`src/rtl/silife_spi_loader.sv`:
```
// silife_spi_loader
//   SPI-slave loader that accepts MAX7219-format frames from an external host
//   and turns them into grid row writes. It emulates a daisy chain of
//   N_DEVICES 8x8 devices, so one frame (16*N_DEVICES bits, MSB first, mode 0)
//   carries one 16-bit word per device.
//
//   Device d owns rows 8*d .. 8*d+7. The last word shifted in belongs to
//   device 0. Word layout: [15:12] ignored, [11:8] addr, [7:0] data.
//   addr 1..8 writes a row. On device 0 only, addr 0xA sets the brightness
//   and addr 0xC sets the run flag.
//
// Ports
//   clk, rst_n        system clock, async active-low reset
//   i_cs/i_sck/i_mosi SPI slave inputs (async to clk, synchronized here)
//   o_row_select      grid row being written (holds between strobes)
//   o_cells           row data, bit 7 = leftmost column (holds between strobes)
//   o_wr_en           one-cycle write strobe
//   o_run             run flag from the shutdown register
//   o_brightness      intensity register value
//   o_busy            frame being received or committed
//   o_frame_error     one-cycle pulse when a frame of the wrong length is dropped
module silife_spi_loader #(
  parameter int N_DEVICES   = 4,
  parameter int SYNC_STAGES = 2
) (
  input  logic                           clk,
  input  logic                           rst_n,
  input  logic                           i_cs,
  input  logic                           i_sck,
  input  logic                           i_mosi,
  output logic [$clog2(8*N_DEVICES)-1:0] o_row_select,
  output logic [7:0]                     o_cells,
  output logic                           o_wr_en,
  output logic                           o_run,
  output logic [3:0]                     o_brightness,
  output logic                           o_busy,
  output logic                           o_frame_error
);

  localparam int FB = 16 * N_DEVICES;
  localparam int RW = $clog2(8 * N_DEVICES);
  localparam int CW = $clog2(FB + 2);
  localparam int DW = (N_DEVICES > 1) ? $clog2(N_DEVICES) : 1;

  typedef enum logic [1:0] {IDLE, SHIFT, COMMIT} state_t;

  state_t                 state, state_d;
  logic [SYNC_STAGES-1:0] cs_sync, sck_sync, mosi_sync;
  logic                   cs_q, sck_q;
  logic                   cs_s, sck_s, mosi_s;
  logic                   cs_fall, cs_rise, sck_rise;
  logic [FB-1:0]          sr, sr_nx;
  logic [CW-1:0]          cnt, cnt_nx;
  logic [DW-1:0]          dev;
  logic                   bad_frame;
  logic [3:0]             addr;
  logic [7:0]             data;
  logic                   wr_hit;
  logic [RW-1:0]          row_new, row_q;
  logic [7:0]             cells_q;

  // ---------------- synchronizers and edge detect ----------------
  // cs idles high, so its chain and history reset to 1 to avoid a false edge.
  always_ff @(posedge clk or negedge rst_n) begin
    if (!rst_n) begin
      cs_sync   <= '1;
      sck_sync  <= '0;
      mosi_sync <= '0;
      cs_q      <= 1'b1;
      sck_q     <= 1'b0;
    end else begin
      cs_sync[0]   <= i_cs;
      sck_sync[0]  <= i_sck;
      mosi_sync[0] <= i_mosi;
      for (int k = 1; k < SYNC_STAGES; k++) begin
        cs_sync[k]   <= cs_sync[k-1];
        sck_sync[k]  <= sck_sync[k-1];
        mosi_sync[k] <= mosi_sync[k-1];
      end
      cs_q  <= cs_s;
      sck_q <= sck_s;
    end
  end

  assign cs_s     = cs_sync[SYNC_STAGES-1];
  assign sck_s    = sck_sync[SYNC_STAGES-1];
  assign mosi_s   = mosi_sync[SYNC_STAGES-1];
  assign cs_fall  = cs_q & ~cs_s;
  assign cs_rise  = ~cs_q & cs_s;
  assign sck_rise = ~sck_q & sck_s;

  // A bit arriving in the same cycle as the cs rise is counted before the
  // length check, so the check looks at the post-shift count.
  always_comb begin
    sr_nx  = sr;
    cnt_nx = cnt;
    if (state == SHIFT && sck_rise) begin
      sr_nx  = {sr[FB-2:0], mosi_s};
      cnt_nx = (cnt == CW'(FB + 1)) ? cnt : cnt + 1'b1;
    end
  end

  // ---------------- FSM ----------------
  always_ff @(posedge clk or negedge rst_n) begin
    if (!rst_n) state <= IDLE;
    else        state <= state_d;
  end

  always_comb begin
    state_d   = state;
    bad_frame = 1'b0;
    case (state)
      IDLE:   if (cs_fall) state_d = SHIFT;
      SHIFT:  if (cs_rise) begin
                if (cnt_nx == CW'(FB)) state_d = COMMIT;
                else begin
                  state_d   = IDLE;
                  bad_frame = 1'b1;
                end
              end
      // cs is not watched here: a frame starting during commit is dropped.
      COMMIT: if (dev == DW'(N_DEVICES - 1)) state_d = IDLE;
      default: state_d = IDLE;
    endcase
  end

  // ---------------- shift register / counters ----------------
  always_ff @(posedge clk or negedge rst_n) begin
    if (!rst_n) begin
      sr  <= '0;
      cnt <= '0;
      dev <= '0;
    end else begin
      case (state)
        IDLE:   begin
                  dev <= '0;
                  if (cs_fall) cnt <= '0;
                end
        SHIFT:  begin
                  sr  <= sr_nx;
                  cnt <= cnt_nx;
                  dev <= '0;
                end
        COMMIT: dev <= (dev == DW'(N_DEVICES - 1)) ? '0 : dev + 1'b1;
        default: dev <= '0;
      endcase
    end
  end

  // ---------------- commit decode ----------------
  assign addr    = sr[{dev, 4'b0000} + 8 +: 4];
  assign data    = sr[{dev, 4'b0000} +: 8];
  assign wr_hit  = (state == COMMIT) && (addr >= 4'd1) && (addr <= 4'd8);
  assign row_new = RW'({dev, 3'b000}) + RW'(addr - 4'd1);

  always_ff @(posedge clk or negedge rst_n) begin
    if (!rst_n) begin
      row_q         <= '0;
      cells_q       <= '0;
      o_brightness  <= '0;
      o_run         <= 1'b0;
      o_frame_error <= 1'b0;
    end else begin
      o_frame_error <= bad_frame;
      if (wr_hit) begin
        row_q   <= row_new;
        cells_q <= data;
      end
      if (state == COMMIT && dev == '0) begin
        if (addr == 4'hA) o_brightness <= data[3:0];
        if (addr == 4'hC) o_run        <= data[0];
      end
    end
  end

  // The strobe is driven straight from the commit decode so device 0 lands in
  // the first commit cycle; the held copies keep the bus stable between writes.
  assign o_wr_en      = wr_hit;
  assign o_row_select = wr_hit ? row_new : row_q;
  assign o_cells      = wr_hit ? data : cells_q;
  assign o_busy       = (state != IDLE);

endmodule

```
`config.mk`:
```
export PLATFORM = sky130hd
export DESIGN_NAME = silife_spi_loader
export DESIGN_NICKNAME = d
export VERILOG_FILES = /design/src/rtl/silife_spi_loader.sv
export SDC_FILE = /design/constraint.sdc
export NUM_CORES = 1
export LEC_CHECK = 0
export ABC_AREA = 1
export BUFFER_PORTS_ARGS = -buffer_cell sky130_fd_sc_hd__buf_2
export CORE_ASPECT_RATIO = 0.5
export CORE_MARGIN = 4
export CORE_UTILIZATION = 25
export CTS_CLUSTER_SIZE = 24
export DETAILED_ROUTE_END_ITERATION = 12
export MAX_ROUTING_LAYER = met4
export PLACE_DENSITY_LB_ADDON = 0.12
export SLEW_MARGIN = 20
export SYNTH_ARGS = -nofsm -noshare
export SYNTH_HDL_FRONTEND = slang
export SYNTH_SLANG_ARGS = --single-unit
```
`constraint.sdc`:
```
create_clock -name clk -period 3.4 [get_ports clk]
set_clock_uncertainty 0.2 [all_clocks]
set_input_delay 0.34 -clock clk [delete_from_list [all_inputs] [get_ports clk]]
set_output_delay 0.34 -clock clk [all_outputs]
set_load 0.005 [all_outputs]
```
==> summary.txt, run 1 <==
Iter 0 DRT Violations - 235
Number of vias per cell - 4.32
Clock Sinks - 98
Post-synth EDFFs - 0
Design Power - 2.48 mW
Clk_lat worst skew - 0.34 ns
Met1 capacity usage during global routing - 17.0%
Die ar. - 20400 um^2
CTS Buf Count - 9
CTS tree - built
Sw Ratio - 25.9%
Crit end category - output port
Final worst setup slack - 0.237 ns
Layout cells sized above 1 - 11.1%
Synthesized instance count - 545
Relative slew slack - 38.6%
Post-layout minimum cycle time - 3.16 ns
R2r startpoint - dev[1]
Post-synthesis net count - 561
Slew Limit Fails - 0
Final ANT Viol Nets - 0
RePlAce Congestion - 0.789
Nets - 585
Sequential element share of the synthesized area - 54.4%
Reg area - 2460 um^2
FF+latch count, synth - 98
Met3 Usage GRT - 2.55%
Setup WS pre-CTS - 0.507 ns
Tcrit/Tclk final - 93.0%
Mapped cell area - 4510 um^2
Global-route wire length before repair - 18100 um
Clock Pin Slew Worst Setup and Hold Paths - 0.07 ns
DR pass1 iterations - 4
RSZ-0062 raised after global routing - false
Worst path required time - 2.86 ns
Layout Area Growth over Synthesis - 15.5%
Area occupied by multi-input gates - 1750 um^2
Vias - 3490
Pint - 1.84 mW
Top Usage Layer GRT - met1
Reg power frac - 49.9%
Worst Hold Launch - sck_sync[0]
GRT Total Usage - 11.6%
Fill cells - 1872
IO Pins - 26
Distinct cells, synth - 31
Max Clk Rate - 0.316 GHz
Drt wl/cell - 13.7 um
# DRC - 0
Core Area - 17500 um^2
Synthesized area per cell - 8.28 um^2
Max-Cap Viols - 0
N_diodes - 0
Crit-path max FO - 14
Switching pwr - 0.643 mW
Most used DFF post-synth - dfrtp_1
Largest net degree at the start of global routing - 99
CP Launch Type - register
Row count - 34
Leak - 2.71 nW
Gate power share - 8.9%
Worst Hold Class - register to register
Critical path arrival - 2.62 ns
Die width - 198 um
Die Ht - 103 um
CTS H-Tree Depth - 3
Clock share of power - 41.2%
IO buf count - 25
Actual slew at the worst max-slew pin - 0.919 ns
Bufs on Longest Clock Path - 2
Starting Density - 25.8%
GR Overflow Total - 0
Setup TNS - 0 ns
Async SR Flop Fraction - 100%
Status - finished clean
Post-DP HPWL - 7320 um
P per Cell Area - 477 nW/um^2
Critical Path Start - dev[1]
Met2 usage - 15.9%
Synth Warn # - 0
Vias in the first global route - 3313
Initial antenna violation count - 0
Crit Path Category - register to output port
Final setup viols - 0
Peak supply drop - 0.222 mV
DRT Wirelength - 11000 um
Final hold vios - 0
CTS root buf - clkbuf_16
-- worst max-delay path, cell delays in order, from the launching register on --
cell	delay (ns)
dfrtp_2	0.46
inv_1	0.10
buf_4	0.19
a32oi_1	0.26
inv_1	0.10
ha_1	0.20
inv_1	0.12
nor2_1	0.08
nand2_2	0.22
nand3_4	0.22
nand2_1	0.12
nand2_1	0.08
buf_2	0.13
-- per-stage QoR --
stage / hold slack, ns / instance area [um^2] / utilization (%) / instances
after floorplan: -0.156 / 4510 / - / 545
after global placement: 0.133 / 4880 / 27.8 / 788
after detailed placement: 0.135 / 4880 / 27.8 / 788
after CTS: 0.151 / 5210 / 29.7 / 808
after global routing: 0.159 / 5210 / 29.7 / 808
final: 0.150 / 5210 / 29.7 / 808
-- path summary, 6_finish.rpt --
path	end	slack [ns]	cells past startpoint
max	o_row_select[1]	0.24	12
min	sck_sync[1]	0.15	0
max reg2reg	row_q[1]	0.93	11
min reg2reg	sck_sync[1]	0.15	0
max in group asynchronous	cnt[1]	2.17	3
min in group asynchronous	sr[29]	0.34	3
-- logic make-up (layout without fill, tap and decap cells) --
group,count (synthesis),in the layout,share of synthesized area (%)
flops,98,98,54.4
simple gates,298,298,27.0
xor+xnor,3,3,0.582
fa+ha+maj,11,11,3.22
buf+inv,71,100,6.85
compound gates,64,64,7.93
-- power by group through the flow --
stage	logic [mW]	clock network [mW]	registers, mW
floorplan	0.139	0	1.25
global placement	0.223	0	1.26
detailed placement	0.222	0	1.26
CTS	0.226	1.06	1.24
global route	0.254	1.11	1.25
finish	0.221	1.02	1.24
-- final cells by class --
cell class	instances	area share, %
sequential	98	47.2
timing repair buffer	38	4.75
tap	234	5.62
multi-input combinational	376	33.6
inverter	46	3.36
clock inverter	4	0.984
clock buffer	12	4.54
-- cell usage in the layout, fill, tap and decap left out, types with 3 or more instances in the layout --
master         count
buf_4              9
nand2_2            3
dlygate4sd3_1      4
clkbuf_16          9
nand2_1          237
clkbuf_1           3
nand3_1           15
o22ai_1           10
dfrtp_1           93
inv_1             43
nand4_1           14
ha_1              10
dfstp_2            3
nor2_1            24
buf_2             24
o21ai_0           33
a21oi_1           14
-- metal layers --
layer | part of all wire [%] | up-vias
li1 | - | 1762
met1 | 55 | 1674
met3 | 3.8 | 9
met5 | 0 | -
met2 | 41 | 45
met4 | 0.84 | 0
-- flip-flops by register name (all words and copies together), names as in the netlist, 2 cells and up --
name,flops
sr,60
cnt,7
mosi_sync,2
cs_sync,2
sck_sync,2
o_brightness,4
state,2
row_q,5
cells_q,8
dev,2
-- what timing repair did --
action | in CTS | in global routing
gates resized for setup | 0 | 3
hold buffers | 4 | 0
endpoints found under the setup margin | 0 | 13
hold endpoints to repair | 98 | 0
setup buffers | 0 | 0
-- Yosys cell counts, drive strengths merged (3+ instances only) --
| cell type | instances | area [um^2] |
|---|---|---|
| a21oi | 14 | 70.1 |
| buf | 14 | 92.6 |
| clkbuf | 11 | 41.3 |
| dfrtp | 95 | 2380 |
| dfstp | 3 | 78.8 |
| ha | 10 | 125 |
| inv | 46 | 175 |
| nand2 | 241 | 917 |
| nand3 | 16 | 92.6 |
| nand4 | 14 | 87.6 |
| nor2 | 26 | 116 |
| o21ai | 35 | 186 |
| o22ai | 10 | 62.6 |
No activity file was read; power rests on OpenSTA's default activity.
==> run 2, diff against run 1 <==
--- a/config.mk
+++ b/config.mk
@@ -10,6 +10,7 @@
 export CORE_ASPECT_RATIO = 0.5
 export CORE_MARGIN = 4
 export CORE_UTILIZATION = 25
+export CTS_BUF_LIST = sky130_fd_sc_hd__clkbuf_16
 export CTS_CLUSTER_SIZE = 24
 export DETAILED_ROUTE_END_ITERATION = 12
 export MAX_ROUTING_LAYER = met4
==> run 2 against run 1 <==
  * Sequential power is essentially flat
  * Non-clock buffer count is the same
  * Combinational power is essentially flat
  * Global-route usage is the same
  * Critical path depth is the same
  * Clock power is essentially flat
==> summary.txt, run 2 (synthesis gave the netlist of run 1 again) <==
Status - finished clean
RePlAce Congestion - 0.789
Leak - 2.72 nW
Layout Area Growth over Synthesis - 15.5%
RSZ-0062 raised after global routing - false
Initial antenna violation count - 0
Actual slew at the worst max-slew pin - 0.928 ns
Setup TNS - 0 ns
Met3 Usage GRT - 2.55%
CTS root buf - clkbuf_16
Max Clk Rate - 0.316 GHz
Final ANT Viol Nets - 0
Vias - 3501
GRT Total Usage - 11.6%
Slew Limit Fails - 0
Row count - 34
Top Usage Layer GRT - met1
Reg with most FFs - sr
Most common cell after layout, fill and taps aside - nand2_1
Worst Hold Class - register to register
Final setup viols - 0
Switching pwr - 0.642 mW
Die ar. - 20400 um^2
Iter 0 DRT Violations - 236
Largest net degree at the start of global routing - 99
CTS H-Tree Depth - 3
Bufs on Longest Clock Path - 2
Worst reg2reg path depth - 11
Vias in the first global route - 3313
DRT Wirelength - 11000 um
Clock Pin Slew Worst Setup and Hold Paths - 0.07 ns
Placed instance area - 4880 um^2
CP Launch Type - register
Pint - 1.83 mW
Met1 capacity usage during global routing - 17.0%
Max reg flops - 60
Post-DP HPWL - 7320 um
Number of vias per cell - 4.33
Crit-path max FO - 14
Post-layout minimum cycle time - 3.16 ns
Final hold vios - 0
CTS tree - built
Die Ht - 103 um
Gate power share - 8.9%
Core Area - 17500 um^2
Reg power frac - 50.1%
Peak supply drop - 0.220 mV
Global-route wire length before repair - 18100 um
Sw Ratio - 25.9%
Area occupied by multi-input gates - 1750 um^2
IO buf count - 25
Clock Sinks - 98
Number of setup buffers added after CTS - 0
Clk_lat worst skew - 0.34 ns
Max-Cap Viols - 0
Relative slew slack - 38.0%
CTS Buf Count - 9
Crit end category - output port
Drt wl/cell - 13.7 um
# DRC - 0
Tcrit/Tclk final - 93.0%
Layout Utilization - 29.7%
Layout cells sized above 1 - 11.1%
Worst path required time - 2.86 ns
Fill cells - 1872
Largest regs - sr x60, cells_q x8, cnt x7
Crit Path Category - register to output port
Clock share of power - 40.9%
DR pass1 iterations - 4
Met2 usage - 15.9%
IO Pins - 26
Die width - 198 um
GR Overflow Total - 0
Post-route cell area - 5210 um^2
Worst hold stages - 0
Most frequent cells in the layout - 237 x nand2_1, 93 x dfrtp_1, 46 x inv_1
Starting Density - 25.8%
N_diodes - 0
Critical path arrival - 2.62 ns
Reg area - 2460 um^2
Nets - 585
P per Cell Area - 475 nW/um^2
WHS - 0.147 ns
==> run 2: cell types whose count changed in the layout (fill, tap and decap cells not counted), sizes merged <==
cell	before	now
inv	47	50
clkbuf	12	9
==> run 2: path summary, 6_finish.rpt <==
kind                        startpoint               to  slack [ns]
max reg2reg                     dev[1]         row_q[1]        0.93
max                             dev[1]  o_row_select[1]        0.24
min                        sck_sync[0]      sck_sync[1]        0.15
max in group asynchronous        rst_n           sr[13]        2.17
min in group asynchronous        rst_n           sr[29]        0.34
min reg2reg                sck_sync[0]      sck_sync[1]        0.15
==> run 2: what timing repair did <==
action                                  4_1_cts  5_1_grt
hold endpoints to repair                     98        0
resized for setup                             0        3
hold buffers                                  4        0
endpoints found under the setup margin        0       13
==> run 2: power groups by stage <==
stage / Sequential, mW / Clock (mW) / Combinational (mW)
final: 1.24 / 1.01 / 0.221
after global routing: 1.25 / 1.10 / 0.254
after CTS: 1.24 / 1.05 / 0.226
after detailed placement: 1.26 / 0 / 0.222
after global placement: 1.26 / 0 / 0.223
after floorplan: 1.25 / 0 / 0.139
==> run 2: layer usage <==
layer  vias up  wire [um]  part of all wire (%)
met5         -          0                     0
met4         0        127                   1.2
met3        14        482                   4.4
met2        53       4460                    40
met1      1673       5980                    54
li1       1761          -                     -
==> run 2: layout make-up <==
| type | instances | area share [%] |
|---|---|---|
| tap | 234 | 5.62 |
| multi-input combinational | 376 | 33.6 |
| timing repair buffer | 38 | 4.75 |
| sequential | 98 | 47.2 |
| inverter | 46 | 3.36 |
| clock inverter | 7 | 1.20 |
| clock buffer | 9 | 4.32 |
==> run 2: critical path, stage by stage, from the launching register on <==
cell	delay, ns
dfrtp_2	0.46
inv_1	0.10
buf_4	0.19
a32oi_1	0.26
inv_1	0.10
ha_1	0.20
inv_1	0.12
nor2_1	0.08
nand2_2	0.22
nand3_4	0.22
nand2_1	0.12
nand2_1	0.08
buf_2	0.13
==> run 2: per-stage QoR <==
stage	power (mW)	setup WS, ns	cells
global placement	1.49	0.562	788
detailed placement	1.49	0.507	788
floorplan	1.39	0.514	545
global route	2.60	0.0148	808
finish	2.48	0.238	808
CTS	2.52	0.106	808
==> run 3, diff against run 2 <==
--- a/config.mk
+++ b/config.mk
@@ -9,12 +9,11 @@
 export BUFFER_PORTS_ARGS = -buffer_cell sky130_fd_sc_hd__buf_2
 export CORE_ASPECT_RATIO = 0.5
 export CORE_MARGIN = 4
-export CORE_UTILIZATION = 25
+export CORE_UTILIZATION = 30
 export CTS_BUF_LIST = sky130_fd_sc_hd__clkbuf_16
 export CTS_CLUSTER_SIZE = 24
 export DETAILED_ROUTE_END_ITERATION = 12
 export MAX_ROUTING_LAYER = met4
-export PLACE_DENSITY_LB_ADDON = 0.12
 export SLEW_MARGIN = 20
 export SYNTH_ARGS = -nofsm -noshare
 export SYNTH_HDL_FRONTEND = slang
==> constraint.sdc (replaced) <==
create_clock -name clk -period 2.8 [get_ports clk]
set_clock_uncertainty 0.2 [all_clocks]
set_input_delay 0.28 -clock clk [delete_from_list [all_inputs] [get_ports clk]]
set_output_delay 0.28 -clock clk [all_outputs]
set_load 0.005 [all_outputs]
==> run 3 against run 2 <==
  * The flow now finishes with violations (setup timing)
  * Design area is 6.1% higher
  * Combinational power grew 26%
  * Clock power is 24% higher
  * Routed wire length decreased by 8.3%
  * Setup slack worse by 0.30 ns
  * Register-to-register slack lost 0.91 ns
  * Clock-buffer cell count stayed put
  * Cell count down 0.87%
  * Utilization grew 8.2 points
  * Critical path depth fell by 2
  * Largest cell class unchanged
  * Global-route usage up 0.89 points
==> summary.txt, run 3 (synthesis gave the netlist of run 1 again) <==
Status - complete, but fails checks
Failing checks - setup timing
Leak - 2.87 nW
N_diodes - 0
Core Area - 14600 um^2
Slew Limit Fails - 0
Iter 0 DRT Violations - 275
CP bufs+invs - 4
Final ANT Viol Nets - 0
Drt wl/cell - 12.6 um
Final hold vios - 0
IO Pins - 26
Worst path required time - 2.32 ns
Actual slew at the worst max-slew pin - 0.640 ns
Nets - 614
Vias - 3580
Worst Hold Class - register to register
Row count - 31
Critical path's largest stage delay - 0.52 ns
Clock Pin Slew Worst Setup and Hold Paths - 0.07 ns
Placed instance area - 4890 um^2
IO buf count - 25
GRT Total Usage - 12.5%
Most common cell after layout, fill and taps aside - nand2_1
P per Cell Area - 548 nW/um^2
Die Ht - 94.7 um
Layout cells sized above 1 - 19.7%
Max Clk Rate - 0.349 GHz
Crit end category - output port
Critical path arrival - 2.38 ns
Initial antenna violation count - 0
Layout Utilization - 37.9%
Global-route wire length before repair - 16900 um
CP top delay family - adder cells
Peak supply drop - 0.240 mV
Final worst setup slack - -0.0645 ns
GR Overflow Total - 0
Crit Path Category - register to output port
CTS tree - built
Tcrit/Tclk final - 102%
Most frequent cells in the layout - 226 x nand2_1, 94 x dfrtp_1, 37 x inv_1
CTS H-Tree Depth - 3
Number of vias per cell - 4.47
Max reg flops - 60
RSZ-0062 raised after global routing - true
Reg with most FFs - sr
DRT Wirelength - 10100 um
Crit-path max FO - 5
Starting Density - 31.0%
Post-route cell area - 5530 um^2
Critical-path top delay cell - fa_2
CTS Buf Count - 9
CP cell instances - buf_6 -> nor2_4 -> inv_2 -> a32oi_2 -> inv_2 -> ha_4 -> fa_2 -> nand4_1 -> nand2_1 -> buf_2
Post-DP HPWL - 6640 um
# DRC - 0
Largest regs - sr x60, cells_q x8, cnt x7
Layout Area Growth over Synthesis - 22.6%
Relative slew slack - 57.3%
Largest net degree at the start of global routing - 68
DR pass1 iterations - 4
Vias in the first global route - 3329
Die ar. - 17200 um^2
Bufs on Longest Clock Path - 2
CTS root buf - clkbuf_16
RePlAce Congestion - 0.840
Setup WS pre-CTS - 0.162 ns
Max-Cap Viols - 0
Final setup viols - 1
Die width - 181 um
Clock Sinks - 98
Most used cell, CP - inv_2
Clk_lat worst skew - 0.35 ns
CP Launch Type - register
Post-layout minimum cycle time - 2.86 ns
run 3: where the power goes:
part,internal [mW],switching [mW],total (mW)
clock,0.697,0.551,1.25
sequential,1.47,0.0409,1.51
combinational,0.0924,0.185,0.278
total,2.25,0.777,3.03
run 3: worst paths after layout:
check                              from               to  slack, ns  cells after the start
max                              dev[0]  o_row_select[2]      -0.06                     10
min                        mosi_sync[0]     mosi_sync[1]       0.15                      0
max reg2reg                      dev[0]         row_q[2]       0.02                     14
min reg2reg                mosi_sync[0]     mosi_sync[1]       0.15                      0
max in group asynchronous         rst_n       cs_sync[1]       1.49                      3
min in group asynchronous         rst_n           dev[1]       0.18                      2
run 3: what timing repair did:
item | CTS | global route
hold endpoints to repair | 25 | 0
pin swaps | 21 | 11
resized for setup | 23 | 14
hold buffers | 4 | 0
buffers inserted | 17 | 5
gates cloned | 2 | 0
endpoints found under the setup margin | 14 | 16
run 3: layout make-up:
type                       count  area (um^2)
fill                        1499         9050
multi-input combinational    377         1860
tap                          198          248
inverter                      46          178
clock inverter                 7         75.1
timing repair buffer          66          487
sequential                    98         2460
clock buffer                   9          225
run 3: per-stage QoR:
| stage | setup TNS, ns | instances | power, mW | hold slack [ns] |
|---|---|---|---|---|
| after floorplan | 0 | 545 | 1.69 | -0.216 |
| after global placement | 0 | 758 | 1.79 | 0.0110 |
| after detailed placement | 0 | 758 | 1.79 | 0.0199 |
| after CTS | -0.478 | 797 | 3.07 | 0.154 |
| after global routing | -1.83 | 801 | 3.18 | 0.166 |
| final | -0.0645 | 801 | 3.03 | 0.152 |
run 3: worst register-to-register path, stage by stage, from the launching register on:
cell and delay, ns:
dfrtp_2 0.44, buf_6 0.15, buf_4 0.14, o21ai_1 0.15, nand2_2 0.10, inv_1 0.10, ha_4 0.15, fa_2 0.43
nand4_1 0.13, nand2_1 0.08, buf_4 0.13, buf_4 0.12, buf_4 0.12, buf_4 0.12, buf_4 0.12
run 3: routing by layer:
layer	global-route usage, %	up-vias	wire length (um)
met3	2.31	13	290
met1	17.8	1704	5310
met4	3.62	0	129
met2	18.1	34	4390
met5	-	-	0
li1	-	1829	-
